### src/rtl/alu_sequencer.sv
// Control front-end for the 32-bit ripple-carry ALU: accepts requests, sequences
// one or two ALU passes, returns the result and keeps the architectural Z/N flags.
module alu_sequencer #(
    parameter int WIDTH = 32
) (
    input  logic             clk,
    input  logic             rst,
    input  logic             req_valid,
    output logic             req_ready,
    input  logic [2:0]       req_op,
    input  logic [WIDTH-1:0] req_a,
    input  logic [WIDTH-1:0] req_b,
    output logic             resp_valid,
    input  logic             resp_ready,
    output logic [WIDTH-1:0] resp_data,
    output logic             resp_err,
    output logic [WIDTH-1:0] alu_a,
    output logic [WIDTH-1:0] alu_b,
    output logic             alu_add,
    output logic             alu_inc,
    output logic             alu_neg,
    output logic             alu_sub,
    input  logic [WIDTH-1:0] alu_out,
    input  logic             alu_z,
    input  logic             alu_n,
    output logic             flag_z,
    output logic             flag_n
);

    typedef enum logic [1:0] {
        IDLE = 2'd0,
        EXEC = 2'd1,
        FIX  = 2'd2,
        RESP = 2'd3
    } state_t;

    localparam logic [2:0] OP_ADD  = 3'd0;
    localparam logic [2:0] OP_INC  = 3'd1;
    localparam logic [2:0] OP_SUB  = 3'd2;
    localparam logic [2:0] OP_NEG  = 3'd3;
    localparam logic [2:0] OP_ABSD = 3'd4;
    localparam logic [2:0] OP_PASS = 3'd5;

    // Control word packing: {add, inc, neg, sub}
    localparam logic [3:0] CTRL_FIX = 4'b0011;

    function automatic logic [3:0] decode_ctrl(input logic [2:0] op);
        logic [3:0] ctrl;
        case (op)
            OP_ADD:  ctrl = 4'b1000;
            OP_INC:  ctrl = 4'b0100;
            OP_SUB:  ctrl = 4'b0001;
            OP_NEG:  ctrl = 4'b0011;
            OP_ABSD: ctrl = 4'b0001;
            OP_PASS: ctrl = 4'b0010;
            default: ctrl = 4'b0000;
        endcase
        return ctrl;
    endfunction

    function automatic logic op_legal(input logic [2:0] op);
        return (op <= OP_PASS);
    endfunction

    state_t             state_r, state_s;
    logic [2:0]         op_r, op_s;
    logic [WIDTH-1:0]   alu_a_r, alu_a_s;
    logic [WIDTH-1:0]   alu_b_r, alu_b_s;
    logic [3:0]         ctrl_r, ctrl_s;
    logic [WIDTH-1:0]   res_r, res_s;
    logic               err_r, err_s;
    logic               flag_z_r, flag_z_s;
    logic               flag_n_r, flag_n_s;
    logic               req_ready_r, req_ready_s;
    logic               resp_valid_r, resp_valid_s;

    // Next-state and next-output decode; ALU drives are zero unless a pass is pending.
    always_comb begin
        state_s  = state_r;
        op_s     = op_r;
        alu_a_s  = '0;
        alu_b_s  = '0;
        ctrl_s   = 4'b0000;
        res_s    = res_r;
        err_s    = err_r;
        flag_z_s = flag_z_r;
        flag_n_s = flag_n_r;
        case (state_r)
            IDLE: begin
                if (req_valid) begin
                    op_s = req_op;
                    if (op_legal(req_op)) begin
                        state_s = EXEC;
                        alu_a_s = req_a;
                        alu_b_s = req_b;
                        ctrl_s  = decode_ctrl(req_op);
                        err_s   = 1'b0;
                    end else begin
                        state_s = RESP;
                        res_s   = '0;
                        err_s   = 1'b1;
                    end
                end else begin
                    state_s = IDLE;
                end
            end
            EXEC: begin
                // A negative ABSD partial result is negated in a second pass
                if ((op_r == OP_ABSD) && alu_n) begin
                    state_s = FIX;
                    alu_a_s = alu_out;
                    ctrl_s  = CTRL_FIX;
                end else begin
                    state_s  = RESP;
                    res_s    = alu_out;
                    err_s    = 1'b0;
                    flag_z_s = alu_z;
                    flag_n_s = alu_n;
                end
            end
            FIX: begin
                state_s  = RESP;
                res_s    = alu_out;
                err_s    = 1'b0;
                flag_z_s = alu_z;
                flag_n_s = alu_n;
            end
            RESP: begin
                if (resp_ready) begin
                    state_s = IDLE;
                end else begin
                    state_s = RESP;
                end
            end
            default: begin
                state_s = IDLE;
            end
        endcase
        req_ready_s  = (state_s == IDLE);
        resp_valid_s = (state_s == RESP);
    end

    // State and registered outputs.
    always_ff @(posedge clk or posedge rst) begin
        if (rst) begin
            state_r      <= IDLE;
            op_r         <= 3'd0;
            alu_a_r      <= '0;
            alu_b_r      <= '0;
            ctrl_r       <= 4'b0000;
            res_r        <= '0;
            err_r        <= 1'b0;
            flag_z_r     <= 1'b0;
            flag_n_r     <= 1'b0;
            req_ready_r  <= 1'b1;
            resp_valid_r <= 1'b0;
        end else begin
            state_r      <= state_s;
            op_r         <= op_s;
            alu_a_r      <= alu_a_s;
            alu_b_r      <= alu_b_s;
            ctrl_r       <= ctrl_s;
            res_r        <= res_s;
            err_r        <= err_s;
            flag_z_r     <= flag_z_s;
            flag_n_r     <= flag_n_s;
            req_ready_r  <= req_ready_s;
            resp_valid_r <= resp_valid_s;
        end
    end

    assign req_ready  = req_ready_r;
    assign resp_valid = resp_valid_r;
    assign resp_data  = res_r;
    assign resp_err   = err_r;
    assign alu_a      = alu_a_r;
    assign alu_b      = alu_b_r;
    assign alu_add    = ctrl_r[3];
    assign alu_inc    = ctrl_r[2];
    assign alu_neg    = ctrl_r[1];
    assign alu_sub    = ctrl_r[0];
    assign flag_z     = flag_z_r;
    assign flag_n     = flag_n_r;

endmodule

### config.mk
export PLATFORM = sky130hd
export DESIGN_NAME = alu_sequencer
export DESIGN_NICKNAME = d
export VERILOG_FILES = /design/src/rtl/alu_sequencer.sv
export SDC_FILE = /design/constraint.sdc
export NUM_CORES = 1
export LEC_CHECK = 0
export BUFFER_PORTS_ARGS = -buffer_cell sky130_fd_sc_hd__buf_2
export CAP_MARGIN = 40
export CORE_MARGIN = 2
export CORE_UTILIZATION = 41
export DETAILED_ROUTE_END_ITERATION = 10
export GPL_ROUTABILITY_DRIVEN = 0
export GPL_TIMING_DRIVEN = 0
export PLACE_DENSITY = 0.76
export SETUP_SLACK_MARGIN = 0.1
export SYNTH_ARGS = -nofsm -noshare
export SYNTH_HDL_FRONTEND = slang
export SYNTH_SLANG_ARGS = --single-unit
### constraint.sdc
create_clock -name clk -period 3.88 [get_ports clk]
set_clock_uncertainty 0.1 [all_clocks]
set_input_delay 0.776 -clock clk [delete_from_list [all_inputs] [get_ports clk]]
set_output_delay 0.776 -clock clk [all_outputs]
set_load 0.01 [all_outputs]
==> results by group <==
Synthesis
  – Ranking of synthesized cells by area: dfrtp_1 64%, mux2i_1 7.8%, a22o_1 6.6%, and2_1 4.7%, nand2_1 3.4%
  – Synth Cell Area: about 4300 µm²
  – Netlist cell types: 32
  – Sequential share of the synthesized area: roughly 65%
  – FF+latch count, synth: 110
  – Yosys top cell area share: 64.2%
  – Yosys warning count: 0
  – Synth Instances: roughly 340
  – Post-synth top area cell: dfrtp_1
  – Syn nets: roughly 440
  – Avg Synthesized Cell Area: around 13 µm²

CTS
  – PostCTS Resize Cnt: 0
  – Clock Tree Root: clkbuf_8
  – Number of hold buffers added after cts: 0
  – Clk_lat worst skew: between 300 and 400 ps
  – Total CTS buffers: 9
  – H-tree Lvls: 3
  – Clock Tree Buf Depth: 2
  – Clock transition at the registers of the reported paths: 100 ps
  – CTS tree: done
  – Clock Sink Count: 110
  – Post-CTS Setup Inserts: 0

STA
  – Final hold violation count: 0
  – F_max: 0.430 GHz
  – Slew @ Worst Pin: between 600 and 700 ps
  – Slew headroom: between 50% and 60%
  – Post-layout min period: ~2300 ps
  – Final Slew Violations: 0
  – RSZ-0062 raised after global routing: no
  – Final setup margin: between 1500 and 2000 ps
  – Final setup violation count: 0
  – Tcrit/Tclk final: about three fifths

GRT
  – First-pass GRT wire length: 17200 µm
  – Gr usage total: between 10% and 20%
  – Antenna violations before repair: 0
  – Total gr overflow: 0
  – Largest net degree at the start of global routing: 61
  – Number of global-route vias before repair: about 3500

Power
  – PD cells: around 660 nW/µm²
  – Peak supply drop: 0.272 mV
  – Leak Pwr: approximately 3.3 nW
  – Power Total: approximately 3.7 mW

Worst setup path
  – WP buf/inv: 2
  – CP Class: reg2reg
  – CP max FO: 10
  – Worst Path Arrival: roughly 2500 ps
  – CP cell instances: inv_1 > ha_1 > nand2_1 > a21oi_2 > buf_2 > a22o_1
  – Slowest CP cell: a21oi_2
  – Req. time, crit path: 4090 ps
  – Levels on crit path: 6
  – Delay-heaviest family, CP: compound AO/OA/AOI/OAI gates
  – R2R cell count: 6
  – Startpoint Class: flip-flop
  – Max incr delay on CP: around 550 ps
  – Critical Path End Type: flip-flop

Routing
  – Antenna Nets Post-Route: 0
  – Initial DRT Pass Iterations: 4
  – Drc violations: 0
  – Initial drt markers: 112
  – Routed via count: between 3000 and 4000
  – Drt via density: 4.65
  – Total Routed Length: roughly 11000 µm
  – Post-DR wirelength/cell: approximately 15 µm

Floorplanning
  – Die Area: around 11000 µm²
  – Total core area: about 10000 µm²
  – Die Y: around 110 µm
  – Die X-Extent: 106 µm
  – Rows: 37
  – Io pins: between 200 and 250
  – Starting Density: 41.7%

Final layout
  – Ant. Diodes: 0
  – Layout cells sized above 1: 44.2%
  – Core Util, Final: 55.7%
  – Nets@finish: about 660
  – Final Non-Filler Cells: 695
  – Synth-to-Final Area Change: 33.4%
  – Design Area, Final: about 5700 µm²
  – Filler instances: 934

Placed design
  – Pre-CTS WS: approximately 1400 ps
  – Post-detail-place hpwl: 8030 µm
  – Cell count after placement: 679
  – Buffers added on ports: slightly above 200
  – Placed instance area: approximately 5500 µm²

Run status
  – Outcome: finished, final reports clean

Run
  – Max-cap violations: 0

Worst hold path
  – Hold WC Path Type: in2async
[power by group]
part / internal [mW] / leakage (nW) / switching, mW
Clock: 0.255 / 0.0853 / 0.390
Combinational: 0.669 / 1.73 / 0.865
Sequential: 1.43 / 1.47 / 0.118
Total: 2.35 / 3.29 / 1.37
[cell usage after synthesis]
cell type,instances
dfrtp_1,109
nand2_1,38
inv_1,36
mux2i_1,33
a22o_1,32
and2_1,32
clkbuf_1,9
buf_2,7
ha_1,4
mux2_2,4
a21oi_1,3
buf_6,3
o21ai_0,3
nand3_1,2
nor2_1,2
nor4_1,2
a2111oi_0,1
a2111oi_4,1
a211oi_1,1
a21boi_1,1
a21oi_2,1
and2_2,1
and4bb_4,1
buf_4,1
dfstp_2,1
nand4bb_1,1
nor2b_1,1
nor2b_4,1
nor3_1,1
nor3b_1,1
or2_2,1
xnor2_1,1
[kinds of logic (layout without fill, tap and decap cells)]
| kind of cell | count (synthesis) | after routing | synth area share, % |
|---|---|---|---|
| compound gates | 43 | 43 | 8.71 |
| xor+xnor | 1 | 1 | 0.206 |
| fa+ha+maj | 4 | 4 | 1.18 |
| buf+inv | 56 | 280 | 5.77 |
| flops | 110 | 110 | 64.8 |
| mux | 37 | 37 | 8.83 |
| simple gates | 84 | 84 | 10.5 |
[routing by layer]
layer | vias to the layer above | GRT usage (%) | share of wire [%]
li1 | 1530 | - | -
met1 | 1541 | 23.8 | 40
met2 | 152 | 34.3 | 50
met3 | 12 | 5.75 | 8.3
met4 | 0 | 6.48 | 1.4
met5 | - | 0 | 0
[sequential cells by signal, summed over array words and instances (netlist names)]
name	flops
ctrl_r	4
req_ready	1
op_r	3
alu_b	32
state_r	2
alu_a	32
resp_valid	1
resp_data	32
resp_err	1
flag_z	1
flag_n	1
[cells in the final DEF, fill, tap and decap left out, types with 2 or more instances in the layout]
master and count:
mux2_2 4, ha_1 4, inv_1 35, dfrtp_1 109, clkbuf_8 10, mux2i_1 33
nand3_1 2, a22o_1 32, nor4_1 2, clkinvlp_4 3, and2_1 32, o21ai_0 3
a21oi_1 3, clkbuf_1 9, buf_2 214, inv_6 2, nand2_1 38, nor2_1 2
buf_6 3
[final cells by class]
class	instances	area [µm²]	share of cell area, %
buffer	20	110	1.94
clock buffer	10	138	2.43
clock inverter	6	45.0	0.795
inverter	36	138	2.43
multi-input combinational	169	1250	22.1
sequential	110	2750	48.6
tap	136	170	3.00
timing repair buffer	208	1060	18.8
[metrics by stage]
step	hold slack, ps	setup TNS [ps]
final	391	0
after global routing	422	0
after global placement	377	-113230
after floorplan	354	0
after detailed placement	393	0
after CTS	400	0
[path summary, 6_finish.rpt]
check	from	endpoint	slack, ps
min reg2reg	flag_z	flag_z	410
max	state_r[0]	alu_a[4]	1560
min	rst	alu_b[4]	390
max reg2reg	state_r[0]	alu_a[4]	1560
max in group asynchronous	rst	req_ready	2540
min in group clk	flag_z	flag_z	410
(Power assumes the default switching activity.)
